==> src/rtl/als_pkg.sv <==
// als_pkg: shared constants, FSM state type and frame-bit helper
// for the ambient-light sensor responder model.
package als_pkg;

  localparam int ALS_FRAME_SLOTS = 16;
  localparam int ALS_LEAD_ZEROS  = 3;
  localparam int ALS_DATA_BITS   = 8;

  typedef enum logic [1:0] {
    ST_IDLE  = 2'd0,
    ST_SHIFT = 2'd1,
    ST_DONE  = 2'd2
  } als_state_t;

  // Bit carried in a given slot: leading zeros, data MSB first,
  // then trailing zeros.
  function automatic logic als_slot_bit(
    input logic [ALS_DATA_BITS-1:0] d,
    input logic [3:0]               s
  );
    int   k;
    logic [2:0] idx;
    k = int'(s) - ALS_LEAD_ZEROS;
    if (k < 0 || k >= ALS_DATA_BITS) begin
      return 1'b0;
    end
    idx = 3'(ALS_DATA_BITS - 1 - k);
    return d[idx];
  endfunction

endpackage

==> src/rtl/als_responder_if.sv <==
// als_responder_if: serial sensor bus (ncs, scl, sda).
// master = reader side, slave = responder side.
interface als_responder_if;
  logic ncs;
  logic scl;
  logic sda;

  modport master (
    output ncs,
    output scl,
    input  sda
  );

  modport slave (
    input  ncs,
    input  scl,
    output sda
  );
endinterface

==> src/rtl/als_sync_edge.sv <==
// als_sync_edge: STAGES-deep synchronizer plus delay flop.
// Ports: clk, rst, i_d -> o_lvl (synced), o_rise, o_fall.
module als_sync_edge #(
  parameter int   STAGES  = 2,
  parameter logic RST_VAL = 1'b0
) (
  input  logic clk,
  input  logic rst,
  input  logic i_d,
  output logic o_lvl,
  output logic o_rise,
  output logic o_fall
);

  logic [STAGES-1:0] r_sync;
  logic              r_dly;

  always_ff @(posedge clk) begin
    if (rst) begin
      r_sync <= {STAGES{RST_VAL}};
      r_dly  <= RST_VAL;
    end else begin
      r_sync <= {r_sync[STAGES-2:0], i_d};
      r_dly  <= r_sync[STAGES-1];
    end
  end

  assign o_lvl  = r_sync[STAGES-1];
  assign o_rise =  r_sync[STAGES-1] & ~r_dly;
  assign o_fall = ~r_sync[STAGES-1] &  r_dly;

endmodule

==> src/rtl/als_responder.sv <==
// als_responder: ambient-light sensor target model; shifts a
// 16-slot frame (3 zeros, value MSB first, 5 zeros) on bus.sda.
// Ports: clk, rst (sync, high), bus (slave), value, busy,
// frame_done; err/err_cnt only with ALS_RESP_ERR_EN.
module als_responder
  import als_pkg::*;
#(
  parameter int SYNC_STAGES = 2
) (
  input  logic       clk,
  input  logic       rst,
  als_responder_if.slave bus,
  input  logic [7:0] value,
  output logic       busy,
`ifdef ALS_RESP_ERR_EN
  output logic       frame_done,
  output logic       err,
  output logic [7:0] err_cnt
`else
  output logic       frame_done
`endif
);

  logic w_ncs_lvl;
  logic w_cs_rise;
  logic w_cs_fall;
  logic w_scl_fall_raw;
  logic w_scl_fall;

  als_sync_edge #(
    .STAGES  (SYNC_STAGES),
    .RST_VAL (1'b1)
  ) u_ncs (
    .clk    (clk),
    .rst    (rst),
    .i_d    (bus.ncs),
    .o_lvl  (w_ncs_lvl),
    .o_rise (w_cs_rise),
    .o_fall (w_cs_fall)
  );

  als_sync_edge #(
    .STAGES  (SYNC_STAGES),
    .RST_VAL (1'b0)
  ) u_scl (
    .clk    (clk),
    .rst    (rst),
    .i_d    (bus.scl),
    .o_lvl  (),
    .o_rise (),
    .o_fall (w_scl_fall_raw)
  );

  assign w_scl_fall = w_scl_fall_raw & ~w_ncs_lvl;

  als_state_t r_state, w_state_nxt;
  logic [3:0] r_slot,  w_slot_nxt;
  logic [7:0] r_shreg, w_shreg_nxt;
  logic       r_sda,   w_sda_nxt;
  logic       r_fd,    w_fd_nxt;
`ifdef ALS_RESP_ERR_EN
  logic       r_err,   w_err_nxt;
  logic [7:0] r_err_cnt;
`endif

  localparam logic [3:0] LAST_SLOT = 4'(ALS_FRAME_SLOTS - 1);

  always_ff @(posedge clk) begin
    if (rst) begin
      r_state <= ST_IDLE;
      r_slot  <= '0;
      r_shreg <= '0;
      r_sda   <= 1'b0;
      r_fd    <= 1'b0;
    end else begin
      r_state <= w_state_nxt;
      r_slot  <= w_slot_nxt;
      r_shreg <= w_shreg_nxt;
      r_sda   <= w_sda_nxt;
      r_fd    <= w_fd_nxt;
    end
  end

  // sda is registered from the next slot so it is stable
  // throughout each scl high phase.
  always_comb begin
    w_state_nxt = r_state;
    w_slot_nxt  = r_slot;
    w_shreg_nxt = r_shreg;
    w_sda_nxt   = 1'b0;
    w_fd_nxt    = 1'b0;
`ifdef ALS_RESP_ERR_EN
    w_err_nxt   = 1'b0;
`endif
    unique case (r_state)
      ST_IDLE: begin
        if (w_cs_fall) begin
          w_state_nxt = ST_SHIFT;
          w_shreg_nxt = value;
          w_slot_nxt  = '0;
          w_sda_nxt   = als_slot_bit(value, 4'd0);
        end
      end
      ST_SHIFT: begin
        w_sda_nxt = als_slot_bit(r_shreg, r_slot);
        if (w_cs_rise) begin
          w_state_nxt = ST_IDLE;
          w_sda_nxt   = 1'b0;
`ifdef ALS_RESP_ERR_EN
          w_err_nxt   = 1'b1;
`endif
        end else if (w_scl_fall) begin
          if (r_slot == LAST_SLOT) begin
            w_state_nxt = ST_DONE;
            w_fd_nxt    = 1'b1;
            w_sda_nxt   = 1'b0;
          end else begin
            w_slot_nxt = r_slot + 4'd1;
            w_sda_nxt  = als_slot_bit(r_shreg, r_slot + 4'd1);
          end
        end
      end
      ST_DONE: begin
        if (w_cs_rise) begin
          w_state_nxt = ST_IDLE;
        end
      end
      default: begin
        w_state_nxt = ST_IDLE;
      end
    endcase
  end

`ifdef ALS_RESP_ERR_EN
  always_ff @(posedge clk) begin
    if (rst) begin
      r_err     <= 1'b0;
      r_err_cnt <= '0;
    end else begin
      r_err <= w_err_nxt;
      if (w_err_nxt && r_err_cnt != 8'hFF) begin
        r_err_cnt <= r_err_cnt + 8'd1;
      end
    end
  end

  assign err     = r_err;
  assign err_cnt = r_err_cnt;
`endif

  assign bus.sda    = r_sda;
  assign busy       = (r_state != ST_IDLE);
  assign frame_done = r_fd;

endmodule

==> src/flat_wrapper.sv <==
// flat-port wrapper written by rule: the top's interface ports become plain ports
module als_responder_flat import als_pkg::*;
#(
  parameter int SYNC_STAGES = 2
)
  (clk, rst, value, busy, frame_done, bus_ncs, bus_scl, bus_sda);
  als_responder_if bus_i ();
  input  logic clk;
  input  logic rst;
  input  logic [7:0] value;
  output logic busy;
  output logic frame_done;
  input wire logic [$bits(bus_i.ncs)-1:0] bus_ncs;
  input wire logic [$bits(bus_i.scl)-1:0] bus_scl;
  output wire logic [$bits(bus_i.sda)-1:0] bus_sda;
  assign bus_i.ncs = bus_ncs;
  assign bus_i.scl = bus_scl;
  assign bus_sda = bus_i.sda;
  als_responder #(.SYNC_STAGES(SYNC_STAGES)) u_core (.clk(clk), .rst(rst), .bus(bus_i), .value(value), .busy(busy), .frame_done(frame_done));
endmodule
==> config.mk <==
export PLATFORM = sky130hd
export DESIGN_NAME = als_responder_flat
export DESIGN_NICKNAME = d
export VERILOG_FILES = /design/src/rtl/als_pkg.sv /design/src/rtl/als_responder_if.sv /design/src/rtl/als_sync_edge.sv /design/src/rtl/als_responder.sv /design/src/flat_wrapper.sv
export SDC_FILE = /design/constraint.sdc
export NUM_CORES = 1
export LEC_CHECK = 0
export ABC_AREA = 1
export CAP_MARGIN = 25
export CELL_PAD_IN_SITES_DETAIL_PLACEMENT = 0
export CELL_PAD_IN_SITES_GLOBAL_PLACEMENT = 2
export CORE_MARGIN = 10
export CORE_UTILIZATION = 29
export CTS_BUF_LIST = sky130_fd_sc_hd__clkbuf_16
export DETAILED_ROUTE_END_ITERATION = 6
export GPL_ROUTABILITY_DRIVEN = 1
export PLACE_DENSITY = 0.76
export SLEW_MARGIN = 5
export SYNTH_ARGS = -nofsm -noshare
export SYNTH_HDL_FRONTEND = slang
export SYNTH_HIERARCHICAL = 1
export SYNTH_SLANG_ARGS = --single-unit
==> constraint.sdc <==
create_clock -name clk -period 1.7 [get_ports clk]
set_input_delay 0.255 -clock clk [delete_from_list [all_inputs] [get_ports clk]]
set_output_delay 0.255 -clock clk [all_outputs]
set_load 0.1 [all_outputs]
==> metrics <==
initial core utilization=between 30% and 40%; f_max=652 MHz; CP Buf/Inv Count=2; Power Density=between 800 and 900 mW/mm²; CP arrival=1.68 ns; met3 wire length=133 µm; Least-Margin Pin Slew=0.353 ns; Area Growth Syn to Fin=28.3%; critical path depth=12; Max Slew Vio Count=0; clk root buf=clkbuf_16; Layout fillers=429; mapped cell area=~0.0012 mm²; Worst path most repeated cell=nand2_1; top routing layer used=met4; Peak VDD IR=0.449 mV; crit path launch=u_core/r_slot[0]; RSZ-0062 raised after global routing=no; clock skew=about 0.0024 ns; Die W=85.1 µm; htree depth=1; Final HPWL DP=2200 µm; maxcap violations=0; drt total wl=roughly 2700 µm; fin cells=~260; area of the multi-input gates=approximately 610 µm²; Placer Congestion=0.863; DRT Pass-1 Iters=4; first-pass GRT wire length=4760 µm; initial antenna violation count=0; Vias/cell=4.32; via count=approximately 1100; Slew HR=76.4%; Hold Path Class=reg2reg; Core Region=roughly 0.0041 mm²; Tot GR Track Use=7.71%; mean post-synth cell area=6.61 µm²; Hold Fails Final Rpt=0; CTS tree=yes; critical path class=reg2reg; Metal-1 WL=1320 µm; r2r setup slk=0.17 ns; io pins=15; Tcrit/Tclk final=90.3%; remaining global-route overflow=0; Clk pin slew, worst setup/hold paths=about 0.060 ns; Clock Sinks=22; R2R cell count=12; Setup crit start kind=flop; die height=~85 µm; fraction of final layout cells sized beyond drive strength 1=15.5%; die area=0.00724 mm²; status=finished, final reports clean; hold slack=0.403 ns; ant diodes=0; Post-DRT Antenna Nets=0; crit path time final=roughly 1.5 ns; DR WL met2=around 1200 µm; crit path to=u_core/bus.sda; Worst R2R Start=u_core/r_slot[0]; Critical-path top delay cell=dfxtp_2; placed insts=252; biggest cell delay along the critical path=0.37 ns; port buffer count=14; clk_lat worst skew=0.25 ns; drt drc=0; routed len/inst=10.6 µm; iteration-0 DRC count of the detailed router=42; reg-to-reg endpoint=u_core/bus.sda; Nets=224; critical path cell sequence=inv_4 -> ha_2 -> inv_2 -> nand2_2 -> nand2_1 -> nand2_1 -> nand2_1 -> nand2_1 -> nand2_1 -> nor2_1 -> nor2_1 -> nor2_1; Longest Clk Path Bufs=2; CP Data Required Time=~1.9 ns; # rows=23; static leakage=0.758 nW; crit-path max FO=4; largest net degree at the start of global routing=14; post-CTS setup repair buffer count=0; Tot Pwr=0.00142 W; final-report setup violation count=0; Ys Warns=6; vias in the first global route=1060; Inserted Clock Buffers=3; setup TNS=0 ns; CP delay by family, top=simple AND/OR/NAND/NOR gates; CP Capture Type=flop; register area=between 400 and 500 µm²; syn_nets=203; Post-Syn Instances=186
[metrics by stage]
step | worst slack [ns] | util (%) | area (µm²)
after floorplan | 0.154 | - | 1230
after global placement | 0.0131 | 36.1 | 1470
after detailed placement | 0.0387 | 36.1 | 1470
after CTS | 0.0181 | 38.7 | 1570
after global routing | 0.0130 | 38.9 | 1580
final | 0.166 | 38.9 | 1580
[layer usage]
| metal | GRT usage [%] | vias to the layer above |
|---|---|---|
| li1 | - | 608 |
| met1 | 8.86 | 483 |
| met2 | 12.9 | 14 |
| met3 | 3.15 | 2 |
| met4 | 1.80 | 0 |
| met5 | 0 | - |
[power by group]
group	internal (W)	switching [W]
Combinational	0.0000872	0.000121
Sequential	0.000538	0.0000131
Clock	0.000467	0.000189
Total	0.00109	0.000323
[worst min-delay path by stage]
stage                      startpoint                     end  slack (ns)  cells past startpoint
6_report       u_core/u_scl/r_sync[0]  u_core/u_scl/r_sync[1]        0.40                      2
3_3_place_gp   u_core/u_scl/r_sync[0]  u_core/u_scl/r_sync[1]        0.39                      2
5_1_grt        u_core/u_scl/r_sync[0]  u_core/u_scl/r_sync[1]        0.42                      2
2_1_floorplan                     rst       u_core/r_state[1]        0.32                      1
4_1_cts        u_core/u_scl/r_sync[0]  u_core/u_scl/r_sync[1]        0.40                      2
3_5_place_dp   u_core/u_scl/r_sync[0]  u_core/u_scl/r_sync[1]        0.40                      2
[repair_timing]
| action | CTS | global route |
|---|---|---|
| gates resized for setup | 0 | 4 |
| endpoints found under the setup margin | 0 | 3 |
| hold buffers | 0 | 0 |
[flip-flops by register name, summed over array words and instances, names as in the netlist]
| name | cells |
|---|---|
| u_core/bus.sda | 1 |
| u_core/frame_done | 1 |
| u_core/r_shreg | 8 |
| u_core/r_slot | 4 |
| u_core/r_state | 2 |
| u_core/u_ncs/r_dly | 1 |
| u_core/u_ncs/r_sync | 2 |
| u_core/u_scl/r_dly | 1 |
| u_core/u_scl/r_sync | 2 |
[placed cells by master (no fill, tap or decap), drive strengths merged]
master and n:
dfxtp 22, o21ai 13, a21oi 15, buf 9, nand2 51, clkdlybuf4s50 11, inv 36, o211ai 1
nand3 10, nor3 1, clkbuf 3, bufinv 1, nor2 27, o2111ai 1, ha 5
[final cells by class]
cell class / instances / area share [%]
Timing Repair Buffer: 20 / 13.7
Sequential cell: 22 / 28.1
Clock inverter: 1 / 1.90
Clock buffer: 3 / 4.76
Multi-Input combinational cell: 124 / 38.9
Inverter: 36 / 8.73
Tap cell: 50 / 3.97
[worst min-delay path, stage by stage, from the launching register on]
cell and delay [ns]:
dfxtp_1 0.30, inv_1 0.04, nor2_1 0.03
No activity file was read; power rests on OpenSTA's default activity.
